<file path="config.mk">
export PLATFORM = sky130hd
export DESIGN_NAME = fetch_entry_queue
export DESIGN_NICKNAME = d
export VERILOG_FILES = /design/src/rtl/fetch_entry_queue.sv
export SDC_FILE = /design/constraint.sdc
export NUM_CORES = 1
export LEC_CHECK = 0
export BUFFER_PORTS_ARGS = -buffer_cell sky130_fd_sc_hd__buf_2
export CORE_AREA = 2 2 294 296
export CTS_CLUSTER_SIZE = 16
export DETAILED_ROUTE_END_ITERATION = 10
export DIE_AREA = 0 0 296 298
export GPL_TIMING_DRIVEN = 0
export PLACE_DENSITY = 0.74
export SLEW_MARGIN = 0
export SYNTH_ARGS = -nofsm -noshare
export SYNTH_HDL_FRONTEND = slang
export SYNTH_SLANG_ARGS = --single-unit
</file>
<file path="constraint.sdc">
create_clock -name clk_i -period 8.45 [get_ports clk_i]
set_input_delay 0.845 -clock clk_i [delete_from_list [all_inputs] [get_ports clk_i]]
set_output_delay 0.845 -clock clk_i [all_outputs]
set_load 0.05 [all_outputs]
</file>
<file path="src/rtl/fetch_entry_queue.sv">
// fetch_entry_queue: instruction buffer between the frontend and the ID stage.
// Entries from the frontend are stored in a circular buffer and presented in
// order to ID. A fetch carrying an exception blocks further pushes until the
// next flush. The faulting entry and everything before it still drain to ID.
//
// Optional feature: define FETCH_QUEUE_BYPASS_EN to forward an incoming entry
// straight to ID when the queue is empty (zero-latency path).
//
// Ports:
//   clk_i               clock
//   rst_ni              synchronous active-low reset
//   flush_i             drop all stored entries and the entry arriving this cycle
//   in_entry_i          fetch entry from the frontend
//   in_valid_i          in_entry_i is valid
//   in_ready_o          queue accepts in_entry_i this cycle
//   fetch_entry_o       head entry towards ID
//   fetch_entry_valid_o fetch_entry_o is valid
//   fetch_entry_ready_i ID consumes the head entry
//   count_o             number of stored entries

package ariane_pkg;
  typedef enum logic [2:0] {NoCF, Branch, Jump, JumpR, Return} cf_t;

  typedef struct packed {
    cf_t         cf;
    logic [63:0] predict_address;
  } branchpredict_sbe_t;

  typedef struct packed {
    logic [63:0] cause;
    logic [63:0] tval;
    logic        valid;
  } exception_t;

  typedef struct packed {
    logic [63:0]        address;
    logic [31:0]        instruction;
    branchpredict_sbe_t branch_predict;
    exception_t         ex;
  } fetch_entry_t;
endpackage

module fetch_entry_queue #(
  parameter int unsigned DEPTH = 4
) (
  input  logic                     clk_i,
  input  logic                     rst_ni,
  input  logic                     flush_i,
  input  ariane_pkg::fetch_entry_t in_entry_i,
  input  logic                     in_valid_i,
  output logic                     in_ready_o,
  output ariane_pkg::fetch_entry_t fetch_entry_o,
  output logic                     fetch_entry_valid_o,
  input  logic                     fetch_entry_ready_i,
  output logic [$clog2(DEPTH):0]   count_o
);

  localparam int unsigned PTR_W = $clog2(DEPTH);
  localparam int unsigned CNT_W = PTR_W + 1;

  typedef enum logic {OPEN, BLOCKED} ex_state_e;

  ex_state_e                state_q, state_d;
  logic                     ex_block_q;

  ariane_pkg::fetch_entry_t mem_q [DEPTH];
  logic [PTR_W-1:0]         rd_ptr_q, wr_ptr_q;
  logic [CNT_W-1:0]         count_q;

  logic                     full, empty;
  logic                     push;
  logic                     wr_en, rd_en;
`ifdef FETCH_QUEUE_BYPASS_EN
  logic                     bypass;
`endif

  // Handshake and storage control
  always_comb begin
    full       = (count_q == CNT_W'(DEPTH));
    empty      = (count_q == '0);
    // No pass-through when full: a same-cycle pop does not free a slot.
    in_ready_o = !full && !ex_block_q && !flush_i;
    push       = in_valid_i && in_ready_o;
`ifdef FETCH_QUEUE_BYPASS_EN
    // When empty, push already implies !flush_i and !ex_block_q.
    bypass              = empty && push;
    fetch_entry_valid_o = (!empty && !flush_i) || bypass;
    fetch_entry_o       = bypass ? in_entry_i : mem_q[rd_ptr_q];
    // A bypassed entry consumed in the same cycle never touches storage.
    wr_en               = push && !(bypass && fetch_entry_ready_i);
    rd_en               = fetch_entry_valid_o && fetch_entry_ready_i && !bypass;
`else
    fetch_entry_valid_o = !empty && !flush_i;
    fetch_entry_o       = mem_q[rd_ptr_q];
    wr_en               = push;
    rd_en               = fetch_entry_valid_o && fetch_entry_ready_i;
`endif
  end

  // Pointer and occupancy registers
  always_ff @(posedge clk_i) begin
    if (!rst_ni || flush_i) begin
      rd_ptr_q <= '0;
      wr_ptr_q <= '0;
      count_q  <= '0;
    end else begin
      if (wr_en) wr_ptr_q <= wr_ptr_q + PTR_W'(1);
      if (rd_en) rd_ptr_q <= rd_ptr_q + PTR_W'(1);
      case ({wr_en, rd_en})
        2'b10:   count_q <= count_q + CNT_W'(1);
        2'b01:   count_q <= count_q - CNT_W'(1);
        default: count_q <= count_q;
      endcase
    end
  end

  // Entry storage, intentionally not reset
  always_ff @(posedge clk_i) begin
    if (wr_en) mem_q[wr_ptr_q] <= in_entry_i;
  end

  // Exception block FSM: state register
  always_ff @(posedge clk_i) begin
    if (!rst_ni) state_q <= OPEN;
    else         state_q <= state_d;
  end

  // Exception block FSM: next state
  always_comb begin
    state_d = state_q;
    if (flush_i)
      state_d = OPEN;
    else if (state_q == OPEN && push && in_entry_i.ex.valid)
      state_d = BLOCKED;
  end

  // Exception block FSM: outputs
  always_comb begin
    ex_block_q = (state_q == BLOCKED);
  end

  assign count_o = count_q;

endmodule

</file>
* Yosys cells after proc, flatten, opt, wreduce, memory -nomap -nowiden
Memories as Yosys holds them, arrays and structs flattened. A register that Yosys moved wholly into a read port is not among the register bits.
Cells that the tools add are included.
** Word-level totals
- Register bits :: 8
- Memory bits (writable) :: 1168
- Input port bits :: 297
- Output and inout port bits :: 297
- Memories :: 1
** Memory list
- mem_q :: depth 4, bits a word 292, read ports 1, clocked after memory_dff 1, wr ports 1, line 66 : ariane_pkg::fetch_entry_t mem_q [DEPTH];
** Operators by class
- Add/subtract/negate cells :: 4
- Equality and inequality tests :: 3
- Multiplexer cells :: 5
- Bitwise logic cells :: 2
- Reductions and logical operators :: 16
** Operators with widths (number)
- $logic_and A1 B1 Y1 :: 7
- $pmux W3 S2 :: 1
- $logic_not A1 Y1 :: 5
- $add A2 B1 Y2 const B :: 2
- $mux W2 :: 2
- $add A3 B1 Y3 const B :: 1
- $eq A3 B3 Y1 const B :: 1
- $logic_not A3 Y1 :: 1
- $sub A3 B1 Y3 const B :: 1
- $eq A2 B1 Y1 const B :: 1
- $eq A2 B2 Y1 const B :: 1
- $mux W1 :: 2
- $not A1 Y1 :: 2
- $reduce_bool A2 Y1 :: 1
- $reduce_or A2 Y1 :: 1
- $logic_or A1 B1 Y1 :: 1

* Longest topological paths before layout
Gate-level depths: netlist of run 1.
- Depth in word-level cells :: 7
- Gate-level depth with buffers :: 9
- Depth with buffers taken out :: 9

* Worst setup path before layout of run 1
Ideal clock, no wire load.
- Path kind :: input to register
- From :: input port flush_i
- To :: memory mem_q[0][0] in the netlist's numbering, enable pin
- Library setup time :: 0.693 ns
- Arrival time :: 8.053 ns
- Path slack :: -0.296 ns
- Stages on the path :: 2
- Path buffers :: 0
- Path through :: nor3b_1 -> and3_1
** On the way
- Cells in the longest elaborated chain, start to end :: 5
** Ends and longest elaborated chain
- start: declaration :: line 48 : input logic flush_i,
- $logic_not A1 Y1 :: line 82 : in_ready_o = !full && !ex_block_q && !flush_i;
- $logic_and A1 B1 Y1 :: line 82
- $logic_and A1 B1 Y1 :: line 83 : push = in_valid_i && in_ready_o;
- $mux W1 :: line 119 : if (wr_en) mem_q[wr_ptr_q] <= in_entry_i;
- $mux W1 (implied by the code) :: line 119
- end: declaration :: line 66
Every way passes these cells.

==> results by group, run 1 <==
GRT
  – Gr usage total: 0.2037
  – Gr ovfl total: 0
  – GRT busiest layer: met2
  – First-pass GRT wire length: around 130000 um
  – Largest net degree at the start of global routing: between 50 and 60
  – GR Layer Usage met2: 0.3443
  – Met3 global-route usage: 0.08788
  – GR Layer Usage met1: 0.2333
  – Initial antenna violation count: 44
  – Vias in the first global route: ~21000

Power and ir drop
  – Combinational share of power: 0.052
  – Clock Power Share: 0.400
  – Switch share: 0.2110
  – Int Power: 0.009407 W
  – Register share of total power: 0.548
  – Worst vdd ir: 0.0001889 V
  – Leak: between 15 and 20 nW
  – P per Cell Area: roughly 230 mW/mm^2
  – NetSw: about 0.0025 W

Clock tree
  – CTS buffer count: about 110
  – Clock tree root driver cell: clkbuf_16
  – Clock Pin Slew Worst Setup and Hold Paths: 0.06 ns
  – Post-CTS Resized: 0
  – Clk buf depth: 3
  – TritonCTS clock tree: done
  – Clock sink count: 1178
  – CTS HTree Levels: 3
  – Worst skew pair latency: 0.69 ns
  – Post-CTS Hold Buffers: 0
  – Setup bufs post-CTS: 0

Critical path
  – Worst-path fanout max: 10
  – Nature of the critical path startpoint: register
  – WP data arrival: 3.10 ns
  – CP Capture Type: output pin
  – Worst Path Required: between 7 and 8 ns
  – Critical Path, Cell by Cell: clkbuf_1 -> buf_2 -> mux4_2 -> buf_2
  – Slowest stage cell, crit path: clkbuf_1
  – Crit path kind: reg -> out
  – CP bufs+invs: 3
  – CP peak stage delay: 0.84 ns
  – Worst path top cell family by delay: buffers and inverters
  – CP most frequent cell: buf_2

Cells and area
  – Proportion of layout cells with a drive suffix above 1: 0.4657
  – Nets: approximately 2600
  – Most frequent cells in the layout: 1168 x edfxtp_1, 621 x buf_2, 292 x mux4_2, 112 x clkbuf_16, 33 x clkbuf_1
  – Final instance area: just over 0.05 mm^2
  – Syn-to-layout area delta: 19.86%
  – Commonest non-fill, non-tap cell in the layout: edfxtp_1

Placement
  – IO buf count: 593
  – Dpl hpwl: 58440 um
  – Routability cong.: around 0.77
  – Placed cell area: ~0.048 mm^2

Route
  – Drt drc: 0
  – Via count: 19690
  – Wire per inst: 25.13 um
  – Vias per cell: roughly 5.5
  – DRT Pass-1 Iters: 5
  – DR iter-0 viols: roughly 1500
  – Routed Antenna Nets: 0
  – Final wirelength: 89660 um

Logic synthesis
  – #FFs+latches synth: about 1200
  – Mapped Nets: about 1900
  – Sequential fraction of the synthesis area: 0.8205
  – Post-synthesis cell count: roughly 1600
  – Synthesized area: between 0.04 and 0.05 mm^2
  – Syn Area/Cell: between 20 and 30 um^2
  – Syn. warnings: 0
  – Cell variety after synth: 29

STA
  – Setup TNS Final: 0 ns
  – Rel. slew slack: 0.2732
  – Clock skew: roughly 0.02 ns
  – Final Critical Period: 3.946 ns
  – Fmax achieved: 253.4 MHz
  – # setup viols final: 0
  – Worst Tran Pin Value: 1.090 ns
  – Fin. Hold Viols: 0
  – Final slew viol count: 0
  – RSZ-0062 raised after global routing: false
  – Final Cycle Share: 0.4670

Die
  – Core ar.: ~0.085 mm^2
  – Rows: 107
  – # IOs: 594
  – Chip height: slightly below 300 um
  – Initial core utilization: 0.5065
  – Die width: about 300 um
  – Die area: around 0.09 mm^2

Min path
  – Type of the most critical hold path: in -> reg

Run
  – Number of max-cap violations: 0

Run status
  – Status: completed
-- state kept, by name (all words and copies together) (netlist names), named ones only --
register	flops
mem_q	1168
rd_ptr_q	2
wr_ptr_q	2
count_o	3
ex_block_q	1
-- kinds of logic (layout without fill, tap and decap cells) --
kind of cell,count (synthesis),in the layout,synth area share
AOI/OAI and AO/OA,9,9,0.001135
xor gates and xnor gates,2,2,0.0004075
adders and majority gates,6,6,0.001921
buffers and inverters,72,892,0.01909
DFF,1178,1178,0.8205
muxes,294,294,0.1534
other,0,17,0
and+or+nand+nor,26,26,0.003521
-- cell usage after synthesis --
library cell / count / area, um^2
a21oi_1: 4 / 20.02
a31oi_1: 1 / 6.260
and3_1: 4 / 25.02
buf_12: 31 / 620.6
buf_2: 28 / 140.1
buf_4: 1 / 7.510
buf_6: 1 / 11.26
clkbuf_1: 5 / 18.77
dfxtp_1: 10 / 200.2
edfxtp_1: 1168 / 35070
fa_1: 1 / 20.02
ha_1: 5 / 62.56
inv_1: 6 / 22.52
mux2i_1: 2 / 20.02
mux4_2: 292 / 6576
nand2_1: 1 / 3.750
nand2b_1: 2 / 12.51
nand3_1: 1 / 5.000
nand3b_1: 1 / 7.510
nand4_1: 1 / 6.260
nor2_1: 6 / 22.52
nor2b_1: 1 / 6.260
nor3_1: 2 / 10.01
nor3b_1: 3 / 22.52
o21ai_0: 3 / 15.01
o31ai_1: 1 / 7.510
or3_1: 2 / 12.51
or3b_2: 2 / 17.52
xor2_1: 2 / 17.52
-- per-layer routing --
metal,vias to the layer above,wire length (um)
met3,187,10400
li1,8427,-
met5,-,343
met4,54,2137
met2,813,46240
met1,10210,30530
-- final timing paths --
kind	cells after the start	end	slack [ns]	from
setup / recovery	4	fetch_entry_o[220]	4.50	register
hold / removal	1	mem_q[0][128]	0.36	in_entry_i[128]
setup reg to reg	5	mem_q[1][96]	5.17	ex_block_q
hold reg to reg	2	register	0.49	rd_ptr_q[0]
-- through the flow --
| stage | power (W) | std cells | setup slack [ns] | utilization | hold slack [ns] |
|---|---|---|---|---|---|
| 5_1_grt | 0.01226 | 3560 | 4.274 | 0.6069 | 0.3264 |
| 6_report | 0.01192 | 3568 | 4.504 | 0.6071 | 0.3583 |
| 4_1_cts | 0.01201 | 3551 | 4.269 | 0.6066 | 0.3016 |
| 3_5_place_dp | 0.007277 | 3345 | 4.426 | 0.5653 | 0.5022 |
| 2_1_floorplan | 0.007034 | 1587 | 3.091 | - | 0.4591 |
| 3_3_place_gp | 0.007262 | 3324 | 0.2347 | 0.5584 | 0.4767 |
-- worst reg2reg max path: stages, from the launching register on --
cell and delay (ns):
dfxtp_1 0.33, nor3b_1 0.63, and3_4 0.87, buf_16 0.38, buf_16 0.36, buf_16 0.33
-- power by group through the flow --
stage | clock (W) | sequential (W) | combinational (W)
after floorplan | 0 | 0.00667 | 0.000367
after global placement | 0 | 0.00668 | 0.000587
after detailed placement | 0 | 0.00666 | 0.000617
after CTS | 0.00486 | 0.00654 | 0.000620
after global routing | 0.00507 | 0.00654 | 0.000648
final | 0.00477 | 0.00654 | 0.000616
-- layout make-up --
cell class	instances	area [um^2]
Buffer	66	798.3
Inverter	6	22.52
Tap cell	1144	1431
Timing Repair Buffer	614	3538
Clock buffer	140	2908
Clock inverter	66	598.1
Antenna cell	17	42.54
Sequential cell	1178	35270
Multi-Input combinational cell	337	6917
Fill cell	5830	33350
(Power assumes the default switching activity.)
==> run 2, diff against run 1 <==
Settings changed: CORE_AREA 2 2 294 296 to 2 2 286 288, DIE_AREA 0 0 296 298 to 0 0 288 290, PLACE_DENSITY 0.74 to 0.75.
Clock period 8.45 ns to 4.1 ns, I/O delays scaled along.
==> run 2 against run 1 <==
Compared with the run above: non-clock buffer count grew 291; final cell count grew 5.6%; critical path depth is the same; core utilization grew 7.0 points; critical path type unchanged; largest cell class unchanged.
==> results by group, run 2 (same netlist as run 1, synthesis figures left out) <==
STA
  – Final slew viol count: 0
  – Fin. Hold Viols: 0
  – Final WS setup: 0.6133 ns
  – Worst Tran Pin Value: approximately 1.1 ns
  – Setup TNS Final: 0 ns
  – Rel. slew slack: 0.2601
  – Final Critical Period: 3.487 ns
  – RSZ-0062 raised after global routing: false
  – Fmax achieved: 286.8 MHz
  – # setup viols final: 0
  – Clock skew: around 0.027 ns
  – Final Cycle Share: 0.8504

GRT
  – First-pass GRT wire length: roughly 140000 um
  – Gr usage total: 0.2294
  – Initial antenna violation count: 17
  – Vias in the first global route: around 23000
  – Largest net degree at the start of global routing: 58
  – Gr ovfl total: 0

Min path
  – Type of the most critical hold path: in -> reg

Placement
  – Dpl hpwl: around 59000 um
  – IO buf count: 593
  – Place WS: approximately 0.68 ns
  – Routability cong.: between 0.7 and 0.8

Run
  – Number of max-cap violations: 0

Route
  – Routed Antenna Nets: 0
  – DRT Pass-1 Iters: 5
  – Vias per cell: 5.607
  – Drt drc: 0
  – Wire per inst: around 25 um
  – Final wirelength: approximately 96000 um
  – Via count: approximately 21000
  – DR iter-0 viols: approximately 1600

Cells and area
  – Largest register FFs: approximately 1200
  – Most frequent cells in the layout: 1168 x edfxtp_1, 621 x buf_2, 292 x mux4_2, 292 x dlygate4sd3_1, 111 x clkbuf_16
  – Layout Utilization: 0.6774
  – Nets: 2908
  – Syn-to-layout area delta: 26.31%
  – Top reg by flops: mem_q
  – Commonest non-fill, non-tap cell in the layout: edfxtp_1
  – Proportion of layout cells with a drive suffix above 1: 0.4155

Critical path
  – Flop-to-flop setup slack: 0.90 ns
  – Nature of the critical path startpoint: register
  – Worst Path Required: between 3 and 4 ns
  – Worst-path fanout max: 10
  – WP data arrival: between 3 and 4 ns
  – CP Capture Type: output pin
  – Crit path kind: reg -> out
  – RR Endpoint: mem_q[3][238]
  – Worst r2r path cells: 5
  – Worst setup endpoint: fetch_entry_o[186]
  – Reg2reg start: ex_block_q

Die
  – Chip height: about 290 um
  – Core ar.: 0.08016 mm^2
  – Rows: ~100
  – Die area: approximately 0.084 mm^2
  – Die width: roughly 290 um
  – # IOs: roughly 600
  – Initial core utilization: 0.5363

Clock tree
  – Clock Pin Slew Worst Setup and Hold Paths: approximately 0.060 ns
  – Worst skew pair latency: between 0.6 and 0.7 ns
  – Clock tree root driver cell: clkbuf_16
  – CTS HTree Levels: 3
  – CTS buffer count: between 100 and 150
  – Clock sink count: roughly 1200
  – TritonCTS clock tree: done
  – Clk buf depth: 3

Power and ir drop
  – Worst vdd ir: approximately 0.00053 V
  – P per Cell Area: approximately 460 mW/mm^2
  – Leak: 18.16 nW

Run status
  – Status: completed
run 2: changes by cell type in the layout (fill, tap and decap cells not counted), moves of 2 or more:
| cell | change |
|---|---|
| clkinv_1 | -4 |
| clkinv_8 | -3 |
| clkinv_16 | +2 |
| clkinv_4 | +2 |
| clkinv_2 | +2 |
| dlygate4sd3_1 | +292 |
| inv_6 | -2 |
| diode_2 | -3 |
run 2: layout make-up:
type	instances	area, um^2
antenna	14	35.03
buffer	66	798.3
clock buffer	139	2883
clock inverter	62	605.6
fill	4791	25850
inverter	6	22.52
multi-input combinational	337	6917
sequential	1178	35270
tap	1060	1326
timing repair buffer	905	6441
run 2: report_power, final:
part | leakage (nW) | internal [W] | switching, W | total (W)
clock network | 1.69 | 0.00556 | 0.00427 | 0.00983
registers | 10.7 | 0.0134 | 0.0000464 | 0.0135
logic | 5.78 | 0.000551 | 0.000977 | 0.00153
total | 18.2 | 0.0195 | 0.00529 | 0.0248
run 2: worst min path at each step:
stage                                    from          end  slack, ns  depth (start not counted)
after floorplan                   rd_ptr_q[1]     register       0.46                          2
after detailed placement          rd_ptr_q[1]     register       0.50                          2
after global routing      fetch_entry_ready_i  rd_ptr_q[1]       0.16                          4
final                     fetch_entry_ready_i     register       0.17                          4
after CTS                 fetch_entry_ready_i     register       0.11                          4
after global placement            rd_ptr_q[1]  rd_ptr_q[1]       0.48                          2
run 2: timing repair:
action | 4_1_cts | 5_1_grt
hold buffers | 292 | 0
buffers inserted | 0 | 0
endpoints found under the hold margin | 1168 | 0
resized for setup | 0 | 0
run 2: per-layer routing:
layer,wire (um),GRT usage
met1,33530,0.2761
met2,50020,0.3956
met3,9276,0.06816
met4,3092,0.07810
met5,72,0
run 2: through the flow:
stage / cell area [um^2] / std cells / hold WS, ns / total power (W)
2_1_floorplan: 43000 / 1587 / 0.4591 / 0.01450
3_3_place_gp: 47290 / 3240 / 0.4817 / 0.01496
3_5_place_dp: 47860 / 3260 / 0.5001 / 0.01500
4_1_cts: 54270 / 3753 / 0.1099 / 0.02495
5_1_grt: 54290 / 3762 / 0.1566 / 0.02552
6_report: 54300 / 3767 / 0.1661 / 0.02483
run 2: worst max-delay path, stage by stage, from the launching register on:
cell and delay [ns]:
dfxtp_1 0.43, clkbuf_1 0.84, buf_2 0.44, mux4_2 0.44
buf_2 0.25
==> run 3, diff against run 2 <==
--- a/config.mk
+++ b/config.mk
@@ -13,3 +13,3 @@
 export GPL_TIMING_DRIVEN = 0
-export PLACE_DENSITY = 0.75
+export PLACE_DENSITY = 0.8
 export SLEW_MARGIN = 0
--- a/constraint.sdc
+++ b/constraint.sdc
@@ -3,2 +3,2 @@
 set_output_delay 0.41 -clock clk_i [all_outputs]
-set_load 0.05 [all_outputs]
+set_load 0.02 [all_outputs]
==> run 3 against run 2 <==
Compared with the run above: clock skew rose by 0.023 ns; final cell count grew 0.27%; first-iteration DRC count up 40%; flip-flop and latch count unchanged; highest routed layer unchanged; sequential power hardly changed; setup slack lost 0.089 ns; sequential share of layout area fell by 0.24 points; critical endpoint is now fetch_entry_o[226]; critical path depth did not move; combinational power is 18% lower; non-clock buffer count up 2; total power increased by 1.1%; core utilization increased by 0.25 points.
==> results by group, run 3 (same netlist as run 1, synthesis figures left out) <==
Run status
  – Status: completed

Critical path
  – CP Capture Type: output pin
  – Worst Path Required: around 3.7 ns
  – Flop-to-flop setup slack: 0.98 ns
  – Crit path kind: reg -> out
  – WP data arrival: 3.17 ns
  – Worst setup endpoint: fetch_entry_o[226]
  – RR Endpoint: mem_q[2][238]
  – Worst r2r path cells: 5
  – Worst-path fanout max: 10
  – Nature of the critical path startpoint: register
  – Reg2reg start: ex_block_q

STA
  – Final Critical Period: 3.575 ns
  – Final Cycle Share: 0.8720
  – Rel. slew slack: 0.1709
  – Setup TNS Final: 0 ns
  – Fin. Hold Viols: 0
  – Clock skew: roughly 0.05 ns
  – Worst Tran Pin Value: between 1 and 1.5 ns
  – RSZ-0062 raised after global routing: false
  – # setup viols final: 0
  – Final slew viol count: 0
  – Hold WS: 0.1599 ns
  – Fmax achieved: approximately 280 MHz

Cells and area
  – Largest register FFs: roughly 1200
  – Proportion of layout cells with a drive suffix above 1: 0.4225
  – Layout Utilization: 0.6799
  – Most frequent cells in the layout: 1168 x edfxtp_1, 621 x buf_2, 292 x mux4_2, 292 x dlygate4sd3_1, 112 x clkbuf_16
  – Final instance area: ~0.055 mm^2
  – Syn-to-layout area delta: 26.78%
  – Nets: 2909
  – Top reg by flops: mem_q
  – Commonest non-fill, non-tap cell in the layout: edfxtp_1

Die
  – Die area: around 0.084 mm^2
  – # IOs: 594
  – Chip height: ~290 um
  – Core ar.: approximately 0.08 mm^2
  – Rows: 104
  – Die width: ~290 um
  – Initial core utilization: 0.5363

GRT
  – Vias in the first global route: roughly 24000
  – Gr usage total: 0.2609
  – Gr ovfl total: 0
  – Largest net degree at the start of global routing: between 60 and 70
  – First-pass GRT wire length: between 150000 and 200000 um
  – Initial antenna violation count: 18

Placement
  – Placed cell area: between 0.04 and 0.05 mm^2
  – Routability cong.: 0.7916
  – Dpl hpwl: 60020 um
  – IO buf count: roughly 590

Route
  – DRT Pass-1 Iters: 5
  – Routed Antenna Nets: 0
  – Drt drc: 0
  – Final wirelength: ~110000 um
  – Vias per cell: roughly 5.8
  – DR iter-0 viols: 2279
  – Wire per inst: 29.29 um
  – Via count: between 20000 and 25000

Clock tree
  – Setup bufs post-CTS: 0
  – Clk buf depth: 3
  – CTS buffer count: between 100 and 150
  – Clock Pin Slew Worst Setup and Hold Paths: approximately 0.060 ns
  – Post-CTS Resized: 0
  – Worst skew pair latency: between 0.6 and 0.7 ns
  – Clock tree root driver cell: clkbuf_16
  – Clock sink count: 1178
  – CTS HTree Levels: 3
  – TritonCTS clock tree: done
  – Post-CTS Hold Buffers: 292

Power and ir drop
  – Leak: around 18 nW
  – Pwr Total: about 0.025 W
  – Int Power: 0.01978 W
  – Clock Power Share: 0.413
  – Switch share: 0.2120
  – P per Cell Area: between 400 and 500 mW/mm^2
  – Combinational share of power: 0.050
  – Worst vdd ir: just over 0.0005 V
  – Register share of total power: 0.537
  – NetSw: 0.005319 W

Min path
  – Hold Startpoint: fetch_entry_ready_i
  – Type of the most critical hold path: in -> reg

Run
  – Number of max-cap violations: 0
==> run 3: layout make-up <==
class | instances | area (um^2)
Antenna cell | 21 | 52.55
Buffer | 66 | 798.3
Clock buffer | 134 | 2925
Clock inverter | 68 | 728.2
Fill cell | 4643 | 25650
Inverter | 6 | 22.52
Multi-Input combinational cell | 337 | 6917
Sequential cell | 1178 | 35270
Tap cell | 1060 | 1326
Timing Repair Buffer | 907 | 6459
==> run 3: worst max-delay path, cell delays in order, from the launching register on <==
cell	delay, ns
dfxtp_1	0.42
clkbuf_1	0.94
buf_2	0.48
mux4_2	0.43
buf_2	0.20
==> run 3: metrics by stage <==
| step | setup WS, ns | cells |
|---|---|---|
| after detailed placement | 0.7635 | 3262 |
| after floorplan | -0.8242 | 1587 |
| after global placement | -3.505 | 3240 |
| final | 0.5246 | 3777 |
| after CTS | 0.3723 | 3756 |
| after global routing | 0.3476 | 3774 |
==> run 3: worst min-delay path by stage <==
stage	depth (start not counted)	endpoint	slack, ns
3_3_place_gp	2	rd_ptr_q[0]	0.48
2_1_floorplan	2	register	0.46
3_5_place_dp	2	rd_ptr_q[0]	0.50
6_report	4	rd_ptr_q[1]	0.16
5_1_grt	3	count_o[2]	0.15
4_1_cts	4	rd_ptr_q[1]	0.09
==> run 3: layer usage <==
| layer | share of wire | GRT usage |
|---|---|---|
| met1 | 0.32 | 0.2925 |
| met2 | 0.54 | 0.4603 |
| met3 | 0.10 | 0.07366 |
| met4 | 0.042 | 0.1179 |
| met5 | 0.00083 | 0.005233 |
==> run 3: power groups by stage <==
stage          combinational [W]  sequential (W)  clock, W
2_1_floorplan           0.000442          0.0137         0
3_3_place_gp            0.000885          0.0138         0
3_5_place_dp            0.000952          0.0137         0
4_1_cts                  0.00122          0.0135    0.0103
5_1_grt                  0.00131          0.0135    0.0109
6_report                 0.00125          0.0135    0.0104
